--- src/rtl/alu_seq_stage.sv ---
// alu_seq_stage: sequenced ALU stage for a microprogrammed datapath.
// An operation is accepted on start in IDLE. Logic/arithmetic ops take one
// execute cycle. SRL shifts one bit per cycle. The result and flags are
// registered and held until the next operation completes. The done output
// pulses for one cycle, one edge after the DONE state.
module alu_seq_stage #(
   parameter int WIDTH = 32,
   parameter int SHW   = 5
) (
   input  logic             clk,
   input  logic             rst,
   input  logic             start,
   input  logic [WIDTH-1:0] A,
   input  logic [WIDTH-1:0] B,
   input  logic [2:0]       ALU_operation,
   output logic             busy,
   output logic             done,
   output logic [WIDTH-1:0] res,
   output logic             zero,
   output logic             overflow
);

   typedef enum logic [1:0] {
      ST_IDLE  = 2'd0,
      ST_EXEC  = 2'd1,
      ST_SHIFT = 2'd2,
      ST_DONE  = 2'd3
   } state_t;

   localparam logic [2:0] OP_AND = 3'b000;
   localparam logic [2:0] OP_OR  = 3'b001;
   localparam logic [2:0] OP_ADD = 3'b010;
   localparam logic [2:0] OP_XOR = 3'b011;
   localparam logic [2:0] OP_NOR = 3'b100;
   localparam logic [2:0] OP_SRL = 3'b101;
   localparam logic [2:0] OP_SUB = 3'b110;
   localparam logic [2:0] OP_SLT = 3'b111;

   state_t           r_state;
   logic [WIDTH-1:0] r_a;
   logic [WIDTH-1:0] r_b;
   logic [2:0]       r_op;
   logic [WIDTH-1:0] r_shreg;
   logic [SHW-1:0]   r_cnt;
   logic             r_done;
   logic [WIDTH-1:0] r_res;
   logic             r_zero;
   logic             r_overflow;

   logic [WIDTH-1:0] w_sum;
   logic [WIDTH-1:0] w_diff;
   logic             w_slt;
   logic [WIDTH-1:0] w_res;
   logic             w_ovf;

   assign busy     = (r_state != ST_IDLE);
   assign done     = r_done;
   assign res      = r_res;
   assign zero     = r_zero;
   assign overflow = r_overflow;

   assign w_sum  = r_a + r_b;
   assign w_diff = r_a - r_b;
   assign w_slt  = ($signed(r_a) < $signed(r_b));

   // Single-cycle result and signed-overflow for the latched operands.
   always_comb begin
      w_res = {WIDTH{1'b0}};
      w_ovf = 1'b0;
      case (r_op)
         OP_AND: w_res = r_a & r_b;
         OP_OR:  w_res = r_a | r_b;
         OP_ADD: begin
            w_res = w_sum;
            // Same-sign operands producing a different-sign result.
            w_ovf = (r_a[WIDTH-1] == r_b[WIDTH-1]) &&
                    (w_sum[WIDTH-1] != r_a[WIDTH-1]);
         end
         OP_XOR: w_res = r_a ^ r_b;
         OP_NOR: w_res = ~(r_a | r_b);
         OP_SUB: begin
            w_res = w_diff;
            // Subtraction adds ~B, so operand signs must differ to overflow.
            w_ovf = (r_a[WIDTH-1] != r_b[WIDTH-1]) &&
                    (w_diff[WIDTH-1] != r_a[WIDTH-1]);
         end
         OP_SLT: w_res = {{(WIDTH-1){1'b0}}, w_slt};
         default: begin
            // SRL never reaches EXEC; keep the result neutral.
            w_res = {WIDTH{1'b0}};
            w_ovf = 1'b0;
         end
      endcase
   end

   // Control sequencer plus result/flag registers; reset discards any op.
   always_ff @(posedge clk) begin
      if (rst) begin
         r_state    <= ST_IDLE;
         r_a        <= {WIDTH{1'b0}};
         r_b        <= {WIDTH{1'b0}};
         r_op       <= 3'b000;
         r_shreg    <= {WIDTH{1'b0}};
         r_cnt      <= {SHW{1'b0}};
         r_done     <= 1'b0;
         r_res      <= {WIDTH{1'b0}};
         r_zero     <= 1'b0;
         r_overflow <= 1'b0;
      end else begin
         r_done <= 1'b0;
         case (r_state)
            ST_IDLE: begin
               if (start) begin
                  r_a     <= A;
                  r_b     <= B;
                  r_op    <= ALU_operation;
                  r_shreg <= B;
                  r_cnt   <= A[SHW-1:0];
                  r_state <= (ALU_operation == OP_SRL) ? ST_SHIFT : ST_EXEC;
               end else begin
                  r_state <= ST_IDLE;
               end
            end
            ST_EXEC: begin
               r_res      <= w_res;
               r_zero     <= (w_res == {WIDTH{1'b0}});
               r_overflow <= w_ovf;
               r_state    <= ST_DONE;
            end
            ST_SHIFT: begin
               if (r_cnt == {SHW{1'b0}}) begin
                  r_res      <= r_shreg;
                  r_zero     <= (r_shreg == {WIDTH{1'b0}});
                  r_overflow <= 1'b0;
                  r_state    <= ST_DONE;
               end else begin
                  r_shreg <= {1'b0, r_shreg[WIDTH-1:1]};
                  r_cnt   <= r_cnt - {{(SHW-1){1'b0}}, 1'b1};
                  r_state <= ST_SHIFT;
               end
            end
            ST_DONE: begin
               r_done  <= 1'b1;
               r_state <= ST_IDLE;
            end
            default: begin
               r_state <= ST_IDLE;
            end
         endcase
      end
   end

endmodule
--- config.mk ---
export PLATFORM = sky130hd
export DESIGN_NAME = alu_seq_stage
export DESIGN_NICKNAME = d
export VERILOG_FILES = /design/src/rtl/alu_seq_stage.sv
export SDC_FILE = /design/constraint.sdc
export NUM_CORES = 1
export LEC_CHECK = 0
export ABC_CLOCK_PERIOD_IN_PS = 3750
export CORE_UTILIZATION = 60
export DETAILED_ROUTE_END_ITERATION = 8
export PLACE_DENSITY_LB_ADDON = 0.3
export SYNTH_ARGS = -nofsm -noshare
export SYNTH_HDL_FRONTEND = slang
export SYNTH_SLANG_ARGS = --single-unit
--- constraint.sdc ---
create_clock -name clk -period 3.75 [get_ports clk]
set_input_delay 0.5625 -clock clk [delete_from_list [all_inputs] [get_ports clk]]
set_output_delay 0.5625 -clock clk [all_outputs]
set_load 0.02 [all_outputs]
Word level (Yosys, flattened, before mapping). Cells that the tools add are included.

Register bits: 141. Input port bits: 70. Output and inout port bits: 36. Word-level logic and storage cells: 67.

Add/sub/neg operators: 3. Order comparisons: 1. Equal/unequal tests: 17. Multiplexer cells: 19. Bitwise operators: 4. Reduce and logical (&&, ||, !) cells: 13.

Operators with widths (count): case mux 32 bit (7 select lines) (1); case mux 32 bit (2 select lines) (2); two-way mux 32 bit (3); zero test 32 bit (2); adder 32 bit (1); bitwise AND 32 bit (1); less-than comparator 32 bit (1); inverter 32 bit (1); bitwise OR 32 bit (1); subtractor 32 bit (1); XOR 32 bit (1); equality test 3 bit, second input constant (4); two-way mux 5 bit (2); case mux 5 bit (2 select lines) (1); case mux 2 bit (4 select lines) (1); equality test 3 x 2 -> 1 bit, second input constant (2); inequality test 2 bit, second input constant (3); case mux 1 bit (2 select lines) (3); nonzero test 2 bit (3); zero test 5 bit (1); subtractor 5 x 1 -> 5 bit, second input constant (1); equality test 2 bit, second input constant (2); two-way mux 1 bit (4); two-way mux 2 bit (2); other kinds (9) (13).

Longest topological paths before layout. Gate-level depths: netlist (run 1).

Word-level depth: 5. Mapped depth: 14. Mapped depth without buffers: 14.

Least setup slack after synthesis (run 1). OpenSTA, ideal clock, no wires.

Kind: reg-to-reg. From: reg r_b[0]. To: reg r_zero (netlist: zero). Setup time: 0.087 ns. Data arrival time: 3.283 ns. Required time: 3.663 ns. Setup slack: 0.380 ns. Stages on the path, launching flop included: 14. Buffers on the path: 0. Period minus slack after synthesis: 3.370 ns. Path through: dfxtp_1 > ha_1 > inv_1 > fa_1 > nand2b_1 > a211o_1 > a211oi_1 > nor3_1 > or3_1 > xnor2_1 > a221o_1 > nor4_1 > nand4_1 > o31ai_1.

Longest elaborated chain between the ends: 5. Elaborated cells between the ends (all ways): 10. Classes of those cells: add/sub: 2; order compare: 1; mux: 2; bitwise: 4; reduce/logical: 1.

Ends and longest elaborated chain: start, declared (line 41) `logic [WIDTH-1:0] r_b;`; start signal, assigned (line 101) `r_b <= {WIDTH{1'b0}};`; parallel branches: the longest is 2 deep, another holds subtractor 32 bit; case mux 32 bit (7 select lines) * (line 70) `case (r_op)`; zero test 32 bit * (line 126) `r_zero <= (w_res == {WIDTH{1'b0}});`; case mux 1 bit (2 select lines) * (line 111) `case (r_state)`; end signal, assigned (line 126); end signal, assigned (line 133) `r_zero <= (r_shreg == {WIDTH{1'b0}});`; end, declared (line 47) `logic r_zero;`.

Every way passes the cells marked *. A chain may end at the register's enable or synchronous reset.

Final worst setup path (run 1).
From: reg r_a[15]. To: reg r_zero (netlist: zero).

Longest elaborated chain between the ends: 5. Elaborated cells between the ends (all ways): 10. Classes of those cells: add/sub: 2; order compare: 1; mux: 2; bitwise: 4; reduce/logical: 1.

Ends and longest elaborated chain: start, declared (line 40) `logic [WIDTH-1:0] r_a;`; start signal, assigned (line 100) `r_a <= {WIDTH{1'b0}};`; parallel branches: the longest is 2 deep, another holds subtractor 32 bit; case mux 32 bit (7 select lines) * (line 70); zero test 32 bit * (line 126); case mux 1 bit (2 select lines) * (line 111).

Marked as above.

==> out/results.txt, run 1 <==
utilization after layout = 74.6%
ordered list of cells on the worst path = inv_1, ha_1, inv_1, a21oi_1, buf_4, o31ai_1, a31oi_1, o31a_1, a31oi_1, nand4_1, nor4_2, buf_4, nand4_1, o31ai_1
clock latency reported for the late side of the worst-skew pair = 0.45 ns
post-placement cell count = 2,049
final-report hold violation count = 0
Critical Path AT = 4.03 ns
Clock Sink Count = 141
root buffer cell = sky130_fd_sc_hd__clkbuf_16
hold crit path type = flip-flop to flip-flop
startpoint type of the worst setup path = flip-flop
synthesis-stage register bit count = 141
cell type contributing the most total cell area after synthesis = sky130_fd_sc_hd__dfxtp_1
Post-route DRC = 0
final setup violation count = 0
synthesized netlist net count = 1,861
combinational family with the most area after synthesis = compound AO/OA/AOI/OAI gates
maximum number of pins on one net before global-route repair = 79
remaining max-slew budget at the tightest pin = 31.2%
post-synth design cell area = 0.0120 sq mm
number of diodes = 0
dpl hpwl = 35,700 um
Vias/cell = 6.83
total placed instance area = 0.0138 sq mm
synthesized-area fraction occupied by adder cells = 11.2%
CTS tree = done
number of antenna violations at the first check in global routing = 1
die area = 0.0206 sq mm
dominant register cell in the synthesized netlist = sky130_fd_sc_hd__dfxtp_1
nature of the critical path endpoint = flip-flop
Initial DRT Pass Iterations = 6
peak fanout along the critical path = 7
non-filler instance count after layout = 2,082
setup slack after layout = 0.0794 ns
Core Rows = 51
hold-fix buffers at CTS = 0
vertical die dimension = 144 um
final hold slack = 0.453 ns
post-route standard cell area excluding fillers = 0.0146 sq mm
path type of the worst setup path = flip-flop to flip-flop
starting density of the core = 61.5%
Fmax = 272 MHz
LEAKAGE = 5.71 nW
remaining global-route overflow = 0
transition time of the tightest slew-check pin = 1.02 ns
Total GRT Usage = 47.5%
power per cell area = 438 mW/mm^2
fin. max-slew vios = 0
crit share post-route = 97.9%
width of the die = 144 um
layout cell share with drive strength beyond 1 = 10.8%
H-tree levels = 4
WL per Instance = 23.5 um
cell with the biggest individual delay on the critical path = sky130_fd_sc_hd__o31ai_1
synth unique cells = 87
Syn. warnings = 0
Worst Setup Slack post-DPL = -0.0846 ns
sum of routed wire length over all layers = 49,000 um
asr flop ratio synth = 0%
top cell type's share of synthesized area = 23.5%
Layout area overhead = 21.2%
DR iter-0 viols = 1,750
antenna-violating nets left = 0
CP max stage delay = 0.52 ns
total of buffers placed on input and output ports = 105
Mapped Avg Cell Area = 7.13 sq um
wire length of the first global-routing pass = 74,400 um
Required @ worst endpoint = 4.11 ns
post-layout minimum cycle time = 3.67 ns
Design Power = 6.37 mW
number of synthesized flops with an enable pin = 0
Max Cap Viol = 0
worst-case clock skew = 0.0199 ns
number of buffers added by the clock tree synthesis step = 17
outcome = finished, final reports clean
vias in the first global route = 13,400
instance count of the mapped netlist = 1,685
simple-gate share of the synthesized area = 23.3%
setup TNS = 0 ns
sequential element share of the synthesized area = 23.5%
DR vias = 14,200
number of inserted filler cells in the final layout = 1,542
clock slew at the register clock pins of the worst setup and hold paths = 0.08 ns
xor/xnor share of the synthesized area = 0.656%
compound-gate portion of the synthesized area = 30.3%
Max VDD drop = 0.371 mV
net count reported at finish = 1,980
area of the core = 0.0195 sq mm
cell types with the largest area share after synthesis = sky130_fd_sc_hd__dfxtp_1 (23%), sky130_fd_sc_hd__ha_1 (11%), sky130_fd_sc_hd__a21oi_1 (8.5%), sky130_fd_sc_hd__nand2_1 (8.2%), sky130_fd_sc_hd__nor2_1 (5.0%)
post-synthesis mux area share = 3.95%
number of I/O pins = 106
placer congestion estimate = 1.14
maximum clock path buffer count = 2
## power breakdown
group,total (mW),internal [mW],switching [mW]
logic,2.61,0.972,1.64
registers,1.80,1.64,0.160
clock network,1.96,1.09,0.866
## Yosys cell counts (5+ instances only)
library cell	count
sky130_fd_sc_hd__mux2i_1	44
sky130_fd_sc_hd__o41ai_1	5
sky130_fd_sc_hd__o21ai_0	57
sky130_fd_sc_hd__xnor2_1	7
sky130_fd_sc_hd__or3_1	17
sky130_fd_sc_hd__a211oi_1	59
sky130_fd_sc_hd__nand2_1	264
sky130_fd_sc_hd__ha_1	104
sky130_fd_sc_hd__and2_1	10
sky130_fd_sc_hd__buf_1	16
sky130_fd_sc_hd__a221oi_1	11
sky130_fd_sc_hd__and3_1	7
sky130_fd_sc_hd__o221ai_1	10
sky130_fd_sc_hd__a211o_1	15
sky130_fd_sc_hd__nand3_1	31
sky130_fd_sc_hd__inv_1	99
sky130_fd_sc_hd__a311oi_1	7
sky130_fd_sc_hd__nor2_1	159
sky130_fd_sc_hd__buf_4	5
sky130_fd_sc_hd__buf_2	13
sky130_fd_sc_hd__clkbuf_1	80
sky130_fd_sc_hd__o21a_1	10
sky130_fd_sc_hd__nor4_1	23
sky130_fd_sc_hd__o31ai_1	13
sky130_fd_sc_hd__a31oi_1	18
sky130_fd_sc_hd__o21bai_1	8
sky130_fd_sc_hd__nand2b_1	20
sky130_fd_sc_hd__nand4_1	19
sky130_fd_sc_hd__a221o_1	5
sky130_fd_sc_hd__a2111oi_0	8
sky130_fd_sc_hd__a21oi_1	204
sky130_fd_sc_hd__nor3_1	27
sky130_fd_sc_hd__o211a_1	6
sky130_fd_sc_hd__dfxtp_1	141
sky130_fd_sc_hd__a21o_1	13
sky130_fd_sc_hd__nor2b_1	16
sky130_fd_sc_hd__a22oi_1	11
sky130_fd_sc_hd__o211ai_1	29
## final cells by class
| cell class | instances | area (sq um) | area share (%) |
|---|---|---|---|
| clock inverters | 15 | 221 | 1.52 |
| multi-input cells | 1326 | 8480 | 58.3 |
| repair buffers | 215 | 1890 | 13.0 |
| clock buffers | 17 | 425 | 2.92 |
| well taps | 265 | 332 | 2.28 |
| inverters | 103 | 387 | 2.66 |
| flip-flops and latches | 141 | 2830 | 19.4 |
## final timing paths
kind	from	slack [ns]	to	cells past startpoint
max	r_a[15]	0.08	zero	14
min	res[26]	0.45	res[26]	2
max reg2reg	r_a[15]	0.08	zero	14
min reg2reg	res[26]	0.45	res[26]	2
## layer usage
metal | GRT usage (%) | up-vias | wire, um
li1 | - | 6304 | -
met1 | 60.9 | 6566 | 19200
met2 | 70.8 | 1097 | 20500
met3 | 14.4 | 252 | 6460
met4 | 26.3 | 0 | 2770
met5 | 0 | - | 0
## state kept, by name, indices dropped and copies added (netlist names)
| signal | count |
|---|---|
| r_state | 2 |
| r_cnt | 5 |
| r_b | 32 |
| r_shreg | 32 |
| overflow | 1 |
| done | 1 |
| res | 32 |
| r_op | 3 |
| r_a | 32 |
| zero | 1 |
## logic make-up after synthesis
kind of cell / Yosys count
AND/OR/NAND/NOR: 620
AO/OA/AOI/OAI: 545
buffers and inverters: 218
flip-flops: 141
adder cells (fa/ha/maj): 106
multiplexers: 46
XOR/XNOR: 9
## layout by cell type, fill, tap and decap left out, drive strengths merged, types with 18 or more instances in the layout
cell type | synthesis | layout
a211oi | 60 | 60
a21oi | 204 | 204
a31oi | 18 | 18
buf | 34 | 111
clkdlybuf4s50 | 0 | 104
dfxtp | 141 | 141
ha | 104 | 104
inv | 100 | 108
mux2i | 44 | 44
nand2 | 264 | 264
nand2b | 21 | 21
nand3 | 31 | 31
nand4 | 19 | 19
nor2 | 160 | 160
nor3 | 28 | 28
nor4 | 24 | 24
o211ai | 29 | 29
o21ai | 59 | 59
## critical path, delay by kind of cell (launching register included)
kind,cells,cell delay [ns]
AO/OA/AOI/OAI,6,1.64
adder cells (fa/ha/maj),1,0.41
buffers and inverters,4,0.50
flip-flops,1,0.42
AND/OR/NAND/NOR,3,0.64
## timing repair
action / CTS / global route
cloned: 0 / 0
pin swaps: 0 / 9
resized for setup: 1 / 24
endpoints found under the setup margin: 1 / 7
buffers inserted: 0 / 1
No activity file was read; power rests on OpenSTA's default activity.
==> run 2, diff against run 1 <==
- ABC_CLOCK_PERIOD_IN_PS: 3750 -> 4300
- CORE_UTILIZATION: 60 -> 70
- DONT_BUFFER_PORTS: default -> 1
- clock period: 3.75 -> 4.3 ns (I/O delays scaled with it)
==> run 2 against run 1 <==
Effect of this change: combinational power down 28%; critical endpoint unchanged; cell area down 12%; worst setup slack better by 0.18 ns; clock-buffer cell count unchanged; non-clock buffer count down 175; highest routed layer unchanged; utilization up 2.0 points.
==> out/results.txt, run 2 (synthesis results as in run 1) <==
non-filler instance count after layout = 1,861
ordered list of cells on the worst path = inv_1, ha_1, and3_1, nand4_1, o221a_2, a21oi_1, a21oi_1, a221oi_1, nand2_1, nor4_1, nand4_1, o31ai_1
post-placement cell count = 1,830
leading cell type in the layout, fill and taps excluded = sky130_fd_sc_hd__nand2_1
starting density of the core = 72.2%
root buffer cell = sky130_fd_sc_hd__clkbuf_16
Critical Path AT = 4.41 ns
total of buffers placed on input and output ports = 0
# Post-CTS Setup Buffers = 0
Total GRT Usage = 50.3%
transition time of the tightest slew-check pin = 0.970 ns
Worst Setup Slack post-DPL = 0.413 ns
vertical die dimension = 133 um
hold crit path type = input port to flip-flop
number of buffers added by the clock tree synthesis step = 17
Max Cap Viol = 0
maximum number of pins on one net before global-route repair = 142
setup slack after layout = 0.258 ns
clock slew at the register clock pins of the worst setup and hold paths = 0.08 ns
Min-Delay Startpoint = rst
number of I/O pins = 106
net count reported at finish = 1,805
remaining max-slew budget at the tightest pin = 35.3%
Gate power share = 37.5%
H-tree levels = 4
number of diodes = 0
Max VDD drop = 0.426 mV
net switching component of the power = 2.16 mW
setup slack of the worst register-to-register path = 0.26 ns
Core Rows = 47
WL per Instance = 24.0 um
utilization after layout = 76.6%
area of the core = 0.0166 sq mm
post-layout minimum cycle time = 4.04 ns
peak fanout along the critical path = 12
path type of the worst setup path = flip-flop to flip-flop
startpoint type of the worst setup path = flip-flop
die area = 0.0177 sq mm
antenna-violating nets left = 0
Initial DRT Pass Iterations = 6
CTS-repair resized insts = 0
final-report hold violation count = 0
cell depth of the worst hold path = 1
commonest non-fill, non-tap cells in the layout = sky130_fd_sc_hd__nand2_1 (263), sky130_fd_sc_hd__a21oi_1 (203), sky130_fd_sc_hd__nor2_1 (158)
crit path launch = r_a[7]
DR iter-0 viols = 2,180
switching portion of total power = 42.8%
unrepaired setup endpoints after global routing = false
setup TNS = 0 ns
CTS tree = done
clock latency reported for the late side of the worst-skew pair = 0.45 ns
hold-fix buffers at CTS = 0
DR vias = 13,400
maximum clock path buffer count = 2
cell with the biggest individual delay on the critical path = sky130_fd_sc_hd__a221oi_1
crit share post-route = 94.0%
Post-route DRC = 0
wire length of the first global-routing pass = 69,500 um
fin. max-slew vios = 0
width of the die = 133 um
sink of the worst hold path = res[20]
Fmax = 247 MHz
Clock Sink Count = 141
remaining global-route overflow = 0
number of antenna violations at the first check in global routing = 1
layout cell share with drive strength beyond 1 = 6.46%
CP max stage delay = 0.59 ns
Reg2Reg Depth = 12
FF-to-FF Start = r_a[7]
post-route standard cell area excluding fillers = 0.0127 sq mm
dpl hpwl = 31,100 um
total placed instance area = 0.0122 sq mm
clock network fraction of design power = 30.6%
part of the power in registers = 31.9%
final setup violation count = 0
number of inserted filler cells in the final layout = 1,265
Layout area overhead = 6.10%
vias in the first global route = 12,700
placer congestion estimate = 1.06
Vias/cell = 7.21
internal power summed over all cells = 2.89 mW
r2r endpoint = zero
sum of routed wire length over all layers = 44,600 um
Required @ worst endpoint = 4.67 ns
outcome = finished, final reports clean
LEAKAGE = 4.90 nW
worst-case clock skew = 0.0120 ns
nature of the critical path endpoint = flip-flop
power per cell area = 396 mW/mm^2
[run 2: cell types whose count changed in the layout (fill, tap and decap cells not counted), moves of 3 or more]
cell and delta:
sky130_fd_sc_hd__ha_2 -3, sky130_fd_sc_hd__clkinvlp_4 +3, sky130_fd_sc_hd__a2111oi_0 +3, sky130_fd_sc_hd__nor4_2 -3, sky130_fd_sc_hd__nor4_1 +3, sky130_fd_sc_hd__ha_1 +3
sky130_fd_sc_hd__buf_4 -71, sky130_fd_sc_hd__clkdlybuf4s50_1 -104
[run 2: through the flow]
step	hold WS [ns]	power (mW)
global route	0.273	5.20
floorplan	0.453	2.90
CTS	0.278	4.92
global placement	0.455	3.36
detailed placement	0.461	3.40
finish	0.263	5.05
[run 2: power by group through the flow]
stage	combinational (mW)	sequential (mW)	clock (mW)
detailed placement	1.77	1.63	0
floorplan	1.32	1.58	0
CTS	1.80	1.60	1.51
finish	1.89	1.61	1.54
global placement	1.74	1.62	0
global route	2.01	1.62	1.56
[run 2: critical path: cells and delay by family, from the launching register on]
family	cells	cell delay (ns)
buf+inv	1	0.06
compound gates	5	1.88
fa+ha+maj	1	0.52
flops	1	0.41
simple gates	5	1.10
[run 2: final cells by class]
| type | instances | area, sq um | share of cell area (%) |
|---|---|---|---|
| Timing Repair Buffer | 40 | 313 | 2.45 |
| Clock buffer | 17 | 425 | 3.34 |
| Inverter | 103 | 387 | 3.03 |
| Multi-Input combinational cell | 1326 | 8370 | 65.7 |
| Clock inverter | 14 | 151 | 1.19 |
| Tap cell | 220 | 275 | 2.16 |
| Sequential cell | 141 | 2820 | 22.2 |
[run 2: worst max-delay path by stage]
| stage | endpoint | slack (ns) | cells after the start |
|---|---|---|---|
| 5_1_grt | zero | 0.07 | 12 |
| 3_3_place_gp | zero | 0.50 | 13 |
| 3_5_place_dp | zero | 0.41 | 13 |
| 6_report | zero | 0.26 | 12 |
| 2_1_floorplan | zero | 0.93 | 13 |
| 4_1_cts | zero | 0.43 | 13 |
[run 2: per-layer routing]
layer	track usage, %	share of wire, %
met5	0	0
met4	21.5	4.7
met2	75.5	42
met1	65.9	38
met3	16.5	15
